===== config.mk =====
export PLATFORM = sky130hd
export DESIGN_NAME = music_sequencer
export DESIGN_NICKNAME = d
export VERILOG_FILES = /design/src/rtl/music_sequencer.sv
export SDC_FILE = /design/constraint.sdc
export NUM_CORES = 1
export LEC_CHECK = 0
export ABC_AREA = 1
export CORE_MARGIN = 2
export CORE_UTILIZATION = 59
export CTS_CLUSTER_SIZE = 30
export DETAILED_ROUTE_END_ITERATION = 6
export DONT_BUFFER_PORTS = 1
export GPL_TIMING_DRIVEN = 0
export HOLD_SLACK_MARGIN = 0.05
export PLACE_DENSITY_LB_ADDON = 0.05
export SLEW_MARGIN = 40
export SYNTH_ARGS = -nofsm -noshare
export SYNTH_HDL_FRONTEND = slang
export SYNTH_SLANG_ARGS = --single-unit

===== constraint.sdc =====
create_clock -name clk -period 3.3 [get_ports clk]
set_input_delay 0.66 -clock clk [delete_from_list [all_inputs] [get_ports clk]]
set_output_delay 0.66 -clock clk [all_outputs]
set_load 0.03 [all_outputs]

===== src/rtl/music_sequencer.sv =====
// Beat sequencer and square-wave tone player for the background music.
// Optional articulation gap before each beat boundary: define MUSIC_ARTIC_GAP_EN.
module music_sequencer #(
   parameter int unsigned CLK_HZ    = 100000000,
   parameter int unsigned TICKS_ENT = 12500000,
   parameter int unsigned TICKS_AM  = 25000000,
   parameter int unsigned LAST_ENT  = 160,
   parameter int unsigned LAST_AM   = 120,
   parameter int unsigned SIL_HZ    = 20000,
   parameter int unsigned GAP_TICKS = 1250000
) (
   input  logic        clk,
   input  logic        rst,
   input  logic        play,
   input  logic        stop,
   input  logic        song_sel,
   input  logic        loop_en,
   input  logic [31:0] tone_ent,
   input  logic [31:0] tone_am,
   output logic [7:0]  beat_num,
   output logic [31:0] tone,
   output logic        audio,
   output logic        playing,
   output logic        song_done
);

   typedef enum logic {IDLE, PLAY} state_t;

`ifdef MUSIC_ARTIC_GAP_EN
   localparam bit GAP_EN = 1'b1;
`else
   localparam bit GAP_EN = 1'b0;
`endif

   localparam logic [31:0] SIL_W = 32'(SIL_HZ);
   localparam logic [33:0] CLK_W = 34'(CLK_HZ);

   state_t      state;
   logic        song;
   logic [31:0] tick;
   logic [32:0] acc;

   logic [31:0] ticks_sel;
   logic [7:0]  last_sel;
   logic        tick_end;
   logic        tone_gap;
   logic        silent;
   logic [33:0] acc_sum;

   always_comb begin
      ticks_sel = song ? 32'(TICKS_AM) : 32'(TICKS_ENT);
      last_sel  = song ? 8'(LAST_AM) : 8'(LAST_ENT);
      tick_end  = (tick == ticks_sel - 32'd1);
      tone_gap  = GAP_EN && (tick >= ticks_sel - 32'(GAP_TICKS));
      silent    = (tone >= SIL_W) || (tone == '0);
      acc_sum   = {1'b0, acc} + {1'b0, tone, 1'b0};
   end

   always_ff @(posedge clk or posedge rst) begin
      if (rst) begin
         state     <= IDLE;
         song      <= 1'b0;
         tick      <= '0;
         beat_num  <= '0;
         tone      <= SIL_W;
         acc       <= '0;
         audio     <= 1'b0;
         playing   <= 1'b0;
         song_done <= 1'b0;
      end else begin
         song_done <= 1'b0;

         // stop outranks play; play outranks normal beat advance (restart, no done pulse)
         if (stop) begin
            state    <= IDLE;
            playing  <= 1'b0;
            beat_num <= '0;
            tick     <= '0;
         end else if (play) begin
            state    <= PLAY;
            playing  <= 1'b1;
            song     <= song_sel;
            beat_num <= 8'd1;
            tick     <= '0;
         end else begin
            case (state)
               IDLE: ;
               PLAY: begin
                  if (tick_end) begin
                     tick <= '0;
                     if (beat_num == last_sel) begin
                        song_done <= 1'b1;
                        if (loop_en) begin
                           beat_num <= 8'd1;
                        end else begin
                           beat_num <= '0;
                           state    <= IDLE;
                           playing  <= 1'b0;
                        end
                     end else begin
                        beat_num <= beat_num + 8'd1;
                     end
                  end else begin
                     tick <= tick + 32'd1;
                  end
               end
               default: state <= IDLE;
            endcase
         end

         if (!stop && state == PLAY && !tone_gap)
            tone <= song ? tone_am : tone_ent;
         else
            tone <= SIL_W;

         // accumulator survives note changes so pitch transitions stay phase-continuous
         if (stop || silent) begin
            acc   <= '0;
            audio <= 1'b0;
         end else if (acc_sum >= CLK_W) begin
            acc   <= 33'(acc_sum - CLK_W);
            audio <= ~audio;
         end else begin
            acc   <= acc_sum[32:0];
         end
      end
   end

endmodule


== Word-level counts from Yosys, hierarchy flattened ==
Cells that the tools add are included.

* Add/subtract/negate cells: 5
* Multipliers: 0
* Div/mod/pow operators: 0
* Magnitude comparators: 2
* Equality and inequality tests: 3
* Shift operators: 0
* Multiplexer cells: 35
* Bitwise gates (word level): 2
* Reduce and logical (&&, ||, !) cells: 12

{| class="wikitable"
|+ Operators by type and width
! operator !! number
|-
| two-way mux 32 bit || 6
|-
| two-way mux 33 bit || 2
|-
| two-way mux 8 bit || 6
|-
| adder 33 x 33 -> 34 bit || 1
|-
| >= comparator 34 x 27 -> 1 bit (second input constant) || 1
|-
| subtractor 33 x 27 -> 33 bit (second input constant) || 1
|-
| adder 32 x 1 -> 32 bit (second input constant) || 1
|-
| == test 32 bit || 1
|-
| >= comparator 32 x 15 -> 1 bit (second input constant) || 1
|-
| zero test 32 bit || 1
|-
| subtractor 25 x 1 -> 26 bit (second input constant) || 1
|-
| two-way mux 25 bit || 1
|-
| two-way mux 1 bit || 20
|-
| nonzero test 3 bit || 3
|-
| adder 8 x 1 -> 8 bit (second input constant) || 1
|-
| == test 8 bit || 1
|-
| AND reduction 2 bit || 2
|-
| AND reduction 4 bit || 1
|-
| inequality test 3 bit (second input constant) || 1
|-
| logical OR 1 bit || 2
|-
| inverter 1 bit || 2
|-
| nonzero test 2 bit || 1
|-
| logical AND 1 bit || 1
|-
| zero test 1 bit || 1
|}

* Register bits: 110
* Latch bits: 0
* Memory bits (writable): 0
* Bits in read-only memories: 0
* Logic and storage cells: 68
* Memories: 0

== Logic depth before layout (Yosys ltp) ==
* Depth after elaboration: 7
* Mapped depth: 23
* Depth with buffers taken out: 23

== Worst setup path before layout ==
OpenSTA, ideal clock, no wires.

* Path kind: reg-to-reg
* From: register tone[0]
* To: register acc[20]
* Setup time: 0.118 ns
* Data arrival time: 2.941 ns
* Setup slack: 0.241 ns
* Cell stages (with the launch flop): 22
* Cells stage by stage: dfrtp_1 ha_1 fa_1 nand2_1 nand2_1 nand3_1 nand2_2 nand2_1 and2_1 ha_1 inv_1 nor2_1 nand2_1 nand3_1 nand2_2 nand2_1 nand2_1 nand2_2 nand3_2 buf_6 a21oi_1 nor2_1

* Cells in the longest elaborated chain, start to end: 4
* Elaborated cells on any way between the ends: 9

{| class="wikitable"
|+ RTL lines
! what !! line !! RTL
|-
| start: declaration || 21 || <nowiki>output logic [31:0] tone,</nowiki>
|-
| start signal: assignment || 112 || <nowiki>tone <= song ? tone_am : tone_ent;</nowiki>
|-
| adder 33 x 33 -> 34 bit (tied with other cells) || 56 || <nowiki>acc_sum = {1'b0, acc} + {1'b0, tone, 1'b0};</nowiki>
|-
| subtractor 33 x 27 -> 33 bit (tied with other cells) || 121 || <nowiki>acc <= 33'(acc_sum - CLK_W);</nowiki>
|-
| two-way mux 33 bit / logical OR 1 bit (equally long branches) || 120, 117 ||
|-
| two-way mux 33 bit (*) || 117 || <nowiki>if (stop || silent) begin</nowiki>
|-
| end signal: assignment || 121 ||
|-
| end signal: assignment || 124 || <nowiki>acc <= acc_sum[32:0];</nowiki>
|-
| end: declaration || 41 || <nowiki>logic [32:0] acc;</nowiki>
|}

Mark *: on every way between the ends. The rest lies on a longest branch, timed or not.
A chain may end at the register's enable or synchronous reset.

== Worst setup path after layout ==
* From: register tone[5]
* To: register acc[8]

Same word-level chain as after synthesis.

==> reports/results.ini <==
[yosys]
yosys.cell_types.count = 46
synth_common_cells = nand2_1 (434), inv_1 (199), nor2_1 (182), dfrtp_1 (104), nand3_1 (84)
syn_area_per_cell_sq_um = 6.327
synth-async-reset-ratio_pct = 100.0
yosysMostFrequentCell = nand2_1
synth_area_leaders = dfrtp_1 (31%), nand2_1 (19%), inv_1 (8.8%)
synth_cells = 1342
synth_area_leader_cell = dfrtp_1
synth.cell_area_sq_um = 8491
synth_ff_type = dfrtp_1
yosysWarnings = 0
seq_area_frac_synth_pct = 32.20
synth_edf_count = 0
synth_top_cell_area_share_pct = 30.65
syn_nets = 1450
synth.ff_latch_count = 109

[timing]
rsz0062_at_grt = true
finalSetupViolCount = 6
min_period_ps = 3323
worst_clock_skew_ps = 5.156
worst_pin_slew_ps = 673.6
hold_viol_final = 0
timing.setup.tns_ps = -53.49
period_share_pct = 100.7
setup_ws_ps = -22.78
slew_headroom_pct = 54.68
final_max_slew_viol_count = 0
fmax_mhz = 301.0

[power]
power_frac_seq_pct = 42.3
p_switching_uw = 1235
p_int_uw = 2296
p_total_uw = 3531
leakage_uw = 0.004841
switching_share_pct = 34.98
ir_drop_mv = 0.2653
p_clk_share_pct = 31.3
powerDensity_nw_per_um2 = 362.1
p_comb_share_pct = 26.3

[floorplan]
dieArea_sq_um = 15370
die_h_um = 124.0
rows = 43
core-area_sq_um = 13990
fp.dieW_um = 124.0
start_util_pct = 60.70
ios = 113

[finish]
antenna_cells = 0
post-route-util_pct = 69.72
drive_gt1_share_pct = 14.03
nets = 1479
synthToLayoutAreaGrowth_pct = 14.87

[critical_path]
cp_data_required_time_ps = 3550
path_buf_inv = 3
cpMostUsedCell = nand2_2
path_class = flip-flop to flip-flop
crit_fanout = 7
path_cells = ha_4, nand2_2, nand2_2, a21oi_2, nand2_2, nand2_1, and2_4, buf_4, ha_1, inv_1, nor2_2, nand2_2, nand3_2, nand2_2, nand2_1, nand2_2, nand2_2, nand3_4, buf_8, o21ai_2, nor2_2
setup.worst_path.start_class = flip-flop
critPathTopFamily = simple AND/OR/NAND/NOR gates
critPathArrivalTime_ps = 3580
cpPeakStageDelay_ps = 720
critPathSlowestCell = dfstp_4
worstSetupEndpointType = flip-flop

[cts]
path_clk_slew_ps = 70
cts.sink_count = 109
ctsHtreeMaxLevel = 3
tritoncts = built
cts_root_buf = clkbuf_16
cts_buffers = 9
cts_buffer_depth = 2
clk_latency_ps = 360

[grt]
gr-usage-all-layers_pct = 35.02
grt_pass1_wl_mm = 40.58
overflow = 0
top_usage_layer = met2
globalRouteMet3Util_pct = 4.899
use_met2_pct = 57.45
gr-usage-met1_pct = 46.53
grt_pass1_vias = 8085
antenna_found_initial = 0
grt_start_max_net_pins = 27

[drt]
drt_iter0_markers = 617
firstDrtPassIters = 5
vias_per_cell = 5.681
routedWlPerCell_um = 16.96
via_count = 8839
antenna_left = 0
wl_mm = 26.39
drcViolationCount = 0

[place]
io_buffers = 0
hpwl_mm = 20.45
finalWeightedCongestion = 0.9581
dpl_worst_slack_ps = -473.3

[status]
outcome = finished, violations left
failed_checks = negative setup slack

[worst_hold_path]
hold_path.class = input port to async pin

[job]
cap_violations = 0

routing by layer:
metal | routed length [um] | up-vias
met4 | 1034 | 0
met2 | 12490 | 377
li1 | - | 4310
met1 | 11010 | 4085
met5 | 0 | -
met3 | 1854 | 67
kinds of logic after synthesis:
group | after synthesis | synth area share (%)
compound gates | 131 | 8.532
buf+inv | 223 | 10.24
fa+ha+maj | 38 | 5.688
flops | 109 | 32.20
xor+xnor | 20 | 2.063
simple gates | 821 | 41.28
cells in the final DEF, fill, tap and decap left out, types with 3 or more instances in the layout:
cell type    n
ha_2         8
nand4_1     23
buf_16       4
clkbuf_1    14
nand2_2     44
clkbuf_16   11
inv_8        3
ha_4        11
xor2_1      11
a21oi_2     11
inv_1      197
clkbuf_8     3
o22ai_1      3
clkinv_1     3
nor3b_1      4
nor4_1       8
nor2_4       9
xnor2_1      8
nor3_1      33
a31oi_1      5
dfrtp_2     22
buf_4       10
o21ai_0     25
nor2_1     166
a211oi_1     4
nand2_4      4
and3_1       6
buf_8        3
dfrtp_1     82
nand2_1    401
nor2_2      19
nand3b_1     6
ha_1        18
nand3_2      7
nand3_1     80
a21oi_1     71
dfstp_2      4
worst paths after layout:
check	endpoint	start	slack (ps)	cells after the start
max in group asynchronous	tone[26]	rst	2140	5
min in group clk	tone[17]	tone_ent[17]	430	2
min reg2reg	tick[15]	tick[15]	510	1
min	audio	rst	170	1
max	acc[8]	tone[5]	-20	21
max reg2reg	acc[8]	tone[5]	-20	21
state kept, by name, summed over array words and instances, names as in the netlist:
name       count
acc           32
tick          32
tone          32
beat_num       8
audio          1
playing        1
song           1
song_done      1
state          1
area by class of cell:
class	count	area (sq um)
inverter	203	773.2
fill	1264	4235
timing repair buffer	18	266.5
sequential	109	2765
buffer	20	118.9
clock buffer	12	266.5
tap	180	225.2
multi-input combinational	1010	5299
clock inverter	4	38.79
what timing repair did:
action,CTS,global route
endpoints found under the setup margin,26,26
gates resized for setup,43,94
buffers inserted,9,1
pin swaps,19,30
hold buffers,0,0
cloned,1,2
power by group through the flow:
stage | clock [uW] | combinational [uW] | sequential [uW]
3_5_place_dp | 0 | 739 | 1510
6_report | 1110 | 930 | 1490
4_1_cts | 1120 | 793 | 1480
3_3_place_gp | 0 | 709 | 1510
5_1_grt | 1170 | 1010 | 1500
2_1_floorplan | 0 | 543 | 1480
metrics by stage:
stage          hold WS, ps  cells  cell area [sq um]
2_1_floorplan        456.2   1342               8494
3_3_place_gp         476.3   1522               8720
3_5_place_dp         490.7   1527               8850
4_1_cts              168.5   1553               9375
5_1_grt              181.9   1556               9753
6_report             166.5   1556               9753
(Power assumes the default switching activity.)
